`src/rtl/mp_pe_pkg.sv`:
```
// Shared definitions for the message-passing PE node: command codes,
// FSM state encodings and product-width helpers.
// Imported by mp_pipe_mult and mp_pe_node.
package mp_pe_pkg;

    localparam int PRECISION_DEF = 8;
    localparam int PROD_W        = 2 * PRECISION_DEF;

    typedef enum logic [3:0] {
        CMD_MAC         = 4'd0,
        CMD_SHIFT_UP    = 4'd1,
        CMD_SHIFT_DOWN  = 4'd2,
        CMD_SHIFT_LEFT  = 4'd3,
        CMD_SHIFT_RIGHT = 4'd4,
        CMD_LOAD_AB     = 4'd5,
        CMD_LOAD_S      = 4'd6,
        CMD_CLEAR       = 4'd7
    } cmd_e;

    typedef enum logic [1:0] {
        ST_IDLE     = 2'd0,
        ST_EXEC     = 2'd1,
        ST_MUL_WAIT = 2'd2,
        ST_DONE     = 2'd3
    } state_e;

    function automatic int prod_width(input int prec);
        return 2 * prec;
    endfunction

    // Shift commands occupy the contiguous code range up..right.
    function automatic logic is_shift(input logic [3:0] c);
        return (c >= 4'd1) && (c <= 4'd4);
    endfunction

endpackage

```
`src/rtl/mp_pipe_mult.sv`:
```
// Unsigned PRECISION x PRECISION multiplier with MUL_LAT register stages.
// Latency: MUL_LAT cycles from a/b to p; no handshake, free-running pipeline.
// Ports: CLK, a, b in; p out (2*PRECISION bits).
import mp_pe_pkg::*;

module mp_pipe_mult #(
    parameter int PRECISION = PRECISION_DEF,
    parameter int MUL_LAT   = 2
) (
    input  logic                       CLK,
    input  logic [PRECISION-1:0]       a,
    input  logic [PRECISION-1:0]       b,
    output logic [2*PRECISION-1:0]     p
);

    localparam int PW = prod_width(PRECISION);

    logic [PW-1:0] stage [MUL_LAT];

    // Pure datapath: the caller holds a/b stable for the whole MAC, so the
    // stages need no reset and no valid tracking.
    always_ff @(posedge CLK) begin
        stage[0] <= PW'(a) * PW'(b);
        for (int i = 1; i < MUL_LAT; i++) begin
            stage[i] <= stage[i-1];
        end
    end

    assign p = stage[MUL_LAT-1];

endmodule

```
`src/rtl/mp_pe_node.sv`:
```
// Systolic PE node: operand registers A/B, accumulator s_out with sticky ovf,
// multi-step neighbour shifts and pipelined MAC, driven by start/ready/done/ack.
// Ports: CLK/RST; command (start, cmd, count, image_to_shift, ack); status
// (ready, done); registers (A, B, s_out, ovf); neighbour in is*/out os*; direct loads.
import mp_pe_pkg::*;

module mp_pe_node #(
    parameter int PRECISION        = PRECISION_DEF,
    parameter int OUTPUT_PRECISION = 32,
    parameter int MUL_LAT          = 2,
    parameter int COUNT_W          = 4,
    parameter int SATURATE         = 1
) (
    input  logic                        CLK,
    input  logic                        RST,
    input  logic                        start,
    input  logic [3:0]                  cmd,
    input  logic [COUNT_W-1:0]          count,
    input  logic                        image_to_shift,
    input  logic                        ack,
    output logic                        ready,
    output logic                        done,
    output logic [PRECISION-1:0]        A,
    output logic [PRECISION-1:0]        B,
    output logic [OUTPUT_PRECISION-1:0] s_out,
    output logic                        ovf,
    input  logic [PRECISION-1:0]        isu,
    input  logic [PRECISION-1:0]        isd,
    input  logic [PRECISION-1:0]        isl,
    input  logic [PRECISION-1:0]        isr,
    output logic [PRECISION-1:0]        osu,
    output logic [PRECISION-1:0]        osd,
    output logic [PRECISION-1:0]        osl,
    output logic [PRECISION-1:0]        osr,
    input  logic [PRECISION-1:0]        a_overwrite,
    input  logic [PRECISION-1:0]        b_overwrite,
    input  logic [OUTPUT_PRECISION-1:0] s_out_overwrite
);

    localparam int PW   = prod_width(PRECISION);
    localparam int SW   = OUTPUT_PRECISION + 1;
    localparam int MC_W = (MUL_LAT > 1) ? $clog2(MUL_LAT) : 1;

    state_e                 state;
    cmd_e                   cmd_q;
    logic                   img_q;
    logic [COUNT_W-1:0]     step_cnt;
    logic [MC_W-1:0]        mul_cnt;

    logic [PW-1:0]               prod;
    logic [SW-1:0]               sum;
    logic                        carry;
    logic [OUTPUT_PRECISION-1:0] acc_next;
    logic [PRECISION-1:0]        shift_in;
    logic [PRECISION-1:0]        tgt_old;

    mp_pipe_mult #(
        .PRECISION (PRECISION),
        .MUL_LAT   (MUL_LAT)
    ) u_mult (
        .CLK (CLK),
        .a   (A),
        .b   (B),
        .p   (prod)
    );

    always_comb begin
        // Extra top bit of the sum is the carry-out that feeds ovf.
        sum      = {1'b0, s_out} + SW'(prod);
        carry    = sum[OUTPUT_PRECISION];
        acc_next = sum[OUTPUT_PRECISION-1:0];
        if ((SATURATE != 0) && carry) begin
            acc_next = '1;
        end

        tgt_old = img_q ? B : A;

        case (cmd_q)
            CMD_SHIFT_DOWN:  shift_in = isd;
            CMD_SHIFT_LEFT:  shift_in = isl;
            CMD_SHIFT_RIGHT: shift_in = isr;
            default:         shift_in = isu;
        endcase
    end

    always_ff @(posedge CLK) begin
        if (RST) begin
            state    <= ST_IDLE;
            ready    <= 1'b1;
            done     <= 1'b0;
            cmd_q    <= CMD_MAC;
            img_q    <= 1'b0;
            step_cnt <= '0;
            mul_cnt  <= '0;
            A        <= '0;
            B        <= '0;
            s_out    <= '0;
            ovf      <= 1'b0;
            osu      <= '0;
            osd      <= '0;
            osl      <= '0;
            osr      <= '0;
        end else begin
            case (state)
                ST_IDLE: begin
                    if (start) begin
                        cmd_q    <= cmd_e'(cmd);
                        step_cnt <= count;
                        img_q    <= image_to_shift;
                        ready    <= 1'b0;
                        state    <= ST_EXEC;
                    end
                end

                ST_EXEC: begin
                    if (is_shift(cmd_q)) begin
                        // One step per edge; the old target value leaves
                        // through the output register of the same direction.
                        if (step_cnt != '0) begin
                            if (img_q) begin
                                B <= shift_in;
                            end else begin
                                A <= shift_in;
                            end
                            case (cmd_q)
                                CMD_SHIFT_UP:   osu <= tgt_old;
                                CMD_SHIFT_DOWN: osd <= tgt_old;
                                CMD_SHIFT_LEFT: osl <= tgt_old;
                                default:        osr <= tgt_old;
                            endcase
                            step_cnt <= step_cnt - COUNT_W'(1);
                        end
                        // count=0 finishes in one cycle without touching registers.
                        if (step_cnt <= COUNT_W'(1)) begin
                            state <= ST_DONE;
                            done  <= 1'b1;
                        end
                    end else if (cmd_q == CMD_MAC) begin
                        // A/B have been stable since before accept, so the
                        // product is valid once the wait count expires.
                        mul_cnt <= MC_W'(MUL_LAT - 1);
                        state   <= ST_MUL_WAIT;
                    end else begin
                        case (cmd_q)
                            CMD_LOAD_AB: begin
                                A <= a_overwrite;
                                B <= b_overwrite;
                            end
                            CMD_LOAD_S: begin
                                s_out <= s_out_overwrite;
                            end
                            CMD_CLEAR: begin
                                A     <= '0;
                                B     <= '0;
                                s_out <= '0;
                                ovf   <= 1'b0;
                                osu   <= '0;
                                osd   <= '0;
                                osl   <= '0;
                                osr   <= '0;
                            end
                            default: begin
                            end
                        endcase
                        state <= ST_DONE;
                        done  <= 1'b1;
                    end
                end

                ST_MUL_WAIT: begin
                    if (mul_cnt == '0) begin
                        s_out <= acc_next;
                        ovf   <= ovf | carry;
                        state <= ST_DONE;
                        done  <= 1'b1;
                    end else begin
                        mul_cnt <= mul_cnt - MC_W'(1);
                    end
                end

                ST_DONE: begin
                    // start is deliberately not looked at here, even with ack.
                    if (ack) begin
                        done  <= 1'b0;
                        ready <= 1'b1;
                        state <= ST_IDLE;
                    end
                end

                default: begin
                    state <= ST_IDLE;
                    ready <= 1'b1;
                    done  <= 1'b0;
                end
            endcase
        end
    end

endmodule

```
`config.mk`:
```
export PLATFORM = sky130hd
export DESIGN_NAME = mp_pe_node
export DESIGN_NICKNAME = d
export VERILOG_FILES = /design/src/rtl/mp_pe_pkg.sv /design/src/rtl/mp_pipe_mult.sv /design/src/rtl/mp_pe_node.sv
export SDC_FILE = /design/constraint.sdc
export NUM_CORES = 1
export LEC_CHECK = 0
export CAP_MARGIN = 25
export CORE_MARGIN = 5
export CORE_UTILIZATION = 35
export CTS_CLUSTER_SIZE = 30
export DETAILED_ROUTE_END_ITERATION = 7
export REMOVE_ABC_BUFFERS = 1
export SLEW_MARGIN = 20
export SYNTH_ARGS = -nofsm -noshare
export SYNTH_HDL_FRONTEND = slang
export SYNTH_HIERARCHICAL = 1
export SYNTH_SLANG_ARGS = --single-unit
```
`constraint.sdc`:
```
create_clock -name CLK -period 4.8 [get_ports CLK]
set_clock_uncertainty 0.2 [all_clocks]
set_input_delay 0.96 -clock CLK [delete_from_list [all_inputs] [get_ports CLK]]
set_output_delay 0.96 -clock CLK [all_outputs]
set_load 0.02 [all_outputs]
```
==> flow_metrics.env <==
export IMPL_yosys_most_used_dff="dfxtp_1"
export IMPL_reg2reg_setup_slack_ps=340
export IMPL_synth_area_leaders="dfxtp_1 29%, fa_1 8.5%, ha_1 8.4%"
export IMPL_drt_pass1_iterations=5
export IMPL_synth_top_area_share_pct=29.3
export IMPL_antenna_found_initial=0
export IMPL_yosys_cell_types_count=75
export IMPL_rr_worst_depth=14
export IMPL_fmax_ghz=0.224
export IMPL_io_pins=176
export IMPL_fin_crit_sh_pct=93.0
export IMPL_async_reset_ff_share_pct=0
export IMPL_period_needed_ps=4460
export IMPL_powerDensity_nw_per_um2=394
export IMPL_whs_path_depth=0
export IMPL_dp_hpwl_um=19000
export IMPL_irDropWorstVdd_mv=0.328
export IMPL_finalSetupTns_ps=0
export IMPL_die_w_um=167
export IMPL_crit_path_end_kind="flop"
export IMPL_ctsResizeCount=0
export IMPL_r2r_end="u_mult/stage[0][13]"
export IMPL_ant_nets=0
export IMPL_synth_enable_flop_cells=0
export IMPL_vias_per_cell=5.16
export IMPL_portBuffers=175
export IMPL_wire_per_inst_um=16.8
export IMPL_hold_start="u_mult/stage[0][3]"
export IMPL_grt_usage_pct=17.7
export IMPL_hp_class="flop to flop"
export IMPL_outcome="complete, no violations"
export IMPL_rsz0062_at_grt="no"
export IMPL_timing_hold_ws_ps=119
export IMPL_synth_seq_cells=127
export IMPL_power_mw=4.41
export IMPL_final_nets=1344
export IMPL_clk_latency_ps=420
export IMPL_post_synth_cell_area_avg_um2=8.55
export IMPL_clk_pin_slew_ps=70
export IMPL_final_cell_area_um2=11200
export IMPL_pre_cts_slack_ps=347
export IMPL_placedCellCount=1460
export IMPL_path_max_fanout=11
export IMPL_dieArea_um2=28100
export IMPL_drv_slew=0
export IMPL_cp_start_kind="flop"
export IMPL_drive_gt1_share_pct=7.01
export IMPL_cts_tree="built"
export IMPL_drc=0
export IMPL_setup_viol=0
export IMPL_numCtsBuffers=17
export IMPL_drt_iter0_markers=607
export IMPL_fillers=2422
export IMPL_yosysTopAreaCell="dfxtp_1"
export IMPL_post_cts_setup_buffers=0
export IMPL_num_vias=7710
export IMPL_worstMarginPinSlew_ps=999
export IMPL_ys_seq_area_share_pct=29.3
export IMPL_grt_first_pass_wirelength_um=40900
export IMPL_final_cells=1493
export IMPL_postLayoutCoreUtil_pct=45.9
export IMPL_cts_sinks=127
export IMPL_cts_hold_buf=0
export IMPL_ys_warnings_count=6
export IMPL_die_h_um=167
export IMPL_grt_pass1_vias=7831
export IMPL_syn_inst=1015
export IMPL_drt_total_wl_um=25000
export IMPL_cp_data_arrival_time_ps=4560
export IMPL_crit_start="A[2]"
export IMPL_maxCapViolations=0
export IMPL_setup_ws_ps=338
export IMPL_min_to="u_mult/stage[0][19]"
export IMPL_reg2reg_from="A[2]"
export IMPL_syn2layout_area_growth_pct=29.1
export IMPL_h_tree_depth=4
export IMPL_diodes=0
export IMPL_rows=57
export IMPL_finalHoldViolCount=0
export IMPL_synth_area_um2=8680
export IMPL_ctsLongestPathBuffers=2
export IMPL_clock_root_buffer="clkbuf_16"
export IMPL_gp_congestion=0.919
export IMPL_p_leak_nw=4.62
export IMPL_grt_max_degree=46
export IMPL_overflow=0
export IMPL_start_util_pct=35.6
export IMPL_maxSlewHeadroom_pct=33.4
export IMPL_crit_type="flop to flop"
export IMPL_critPathRequiredTime_ps=4900
export IMPL_placed_cell_area_um2=10600
export IMPL_core_area_um2=24400
[layout by cell type (no fill, tap or decap), types with 43 or more instances in the layout]
cell type | Yosys | layout
mux2i_1 | 43 | 43
dfxtp_1 | 127 | 127
and2_1 | 59 | 59
nand2_1 | 58 | 58
ha_1 | 58 | 58
inv_1 | 58 | 58
clkdlybuf4s50_1 | 0 | 174
a21oi_1 | 84 | 83
nor2_1 | 116 | 116
[where the power goes]
group	total, mW	internal [mW]	switching (mW)
sequential	1.38	1.19	0.184
clock	1.29	0.699	0.589
combinational	1.74	0.702	1.04
total	4.41	2.60	1.82
[layout make-up]
class	count	area, um^2	area share, %
tap	324	405	3.62
inverter	59	221	1.98
clock buffer	17	425	3.80
sequential	127	2540	22.7
timing repair buffer	190	1860	16.6
clock inverter	15	160	1.43
multi-input combinational	761	5590	49.9
[worst max-delay path, cell delays in order (launching register included)]
cell and delay (ps):
dfxtp_1 530, nand2_1 130, fa_1 530, fa_1 550, inv_1 50, fa_1 520
inv_1 50, fa_1 520, inv_1 40, ha_1 340, o21a_1 140, o31a_4 130
o311ai_4 290, mux2i_1 220, nand3_1 80
[cells by family after synthesis]
group                      share of synthesized area [%]
adders and majority gates                           16.9
muxes                                               6.13
and+or+nand+nor                                     19.9
xor gates and xnor gates                            2.22
DFF                                                 29.3
buffers and inverters                               6.59
AOI/OAI and AO/OA                                   19.0
[sequential cells by signal, indices dropped and copies added (netlist names), 2 cells and up]
name and count:
cmd_q 4, step_cnt 4, state 2, u_mult/stage 32, B 8, osu 8
osl 8, osr 8, A 8, s_out 32, osd 8
[worst max-delay path by stage]
stage | depth (start not counted) | endpoint | slack [ps]
final | 14 | u_mult/stage[0][13] | 340
after global routing | 14 | u_mult/stage[0][13] | 100
after CTS | 14 | u_mult/stage[0][13] | 340
after detailed placement | 14 | u_mult/stage[0][13] | 350
after global placement | 14 | u_mult/stage[0][13] | 400
after floorplan | 14 | u_mult/stage[0][13] | 490
[layer usage]
metal	track usage [%]	part of all wire [%]
met2	28.0	45
met5	0	0
met1	23.6	46
met3	5.82	7.5
met4	4.02	1.2
[cells in the mapped netlist (all sizes together) (4+ instances only)]
library cell  count
a211oi           43
a21o              9
a21oi            85
a221oi            4
a222oi            8
a31o              4
and2             60
and3              7
buf              40
clkbuf           28
dfxtp           127
fa               37
ha               58
inv              58
mux2              9
mux2i            43
nand2            58
nand2b            5
nand3            24
nand4            10
nor2            116
nor2b             6
nor3             36
nor4              6
o211ai            5
o21a              4
o21ai            44
o21bai            4
o31a              4
or2               4
xnor2            11
xor2             11
No activity file was read; power rests on OpenSTA's default activity.
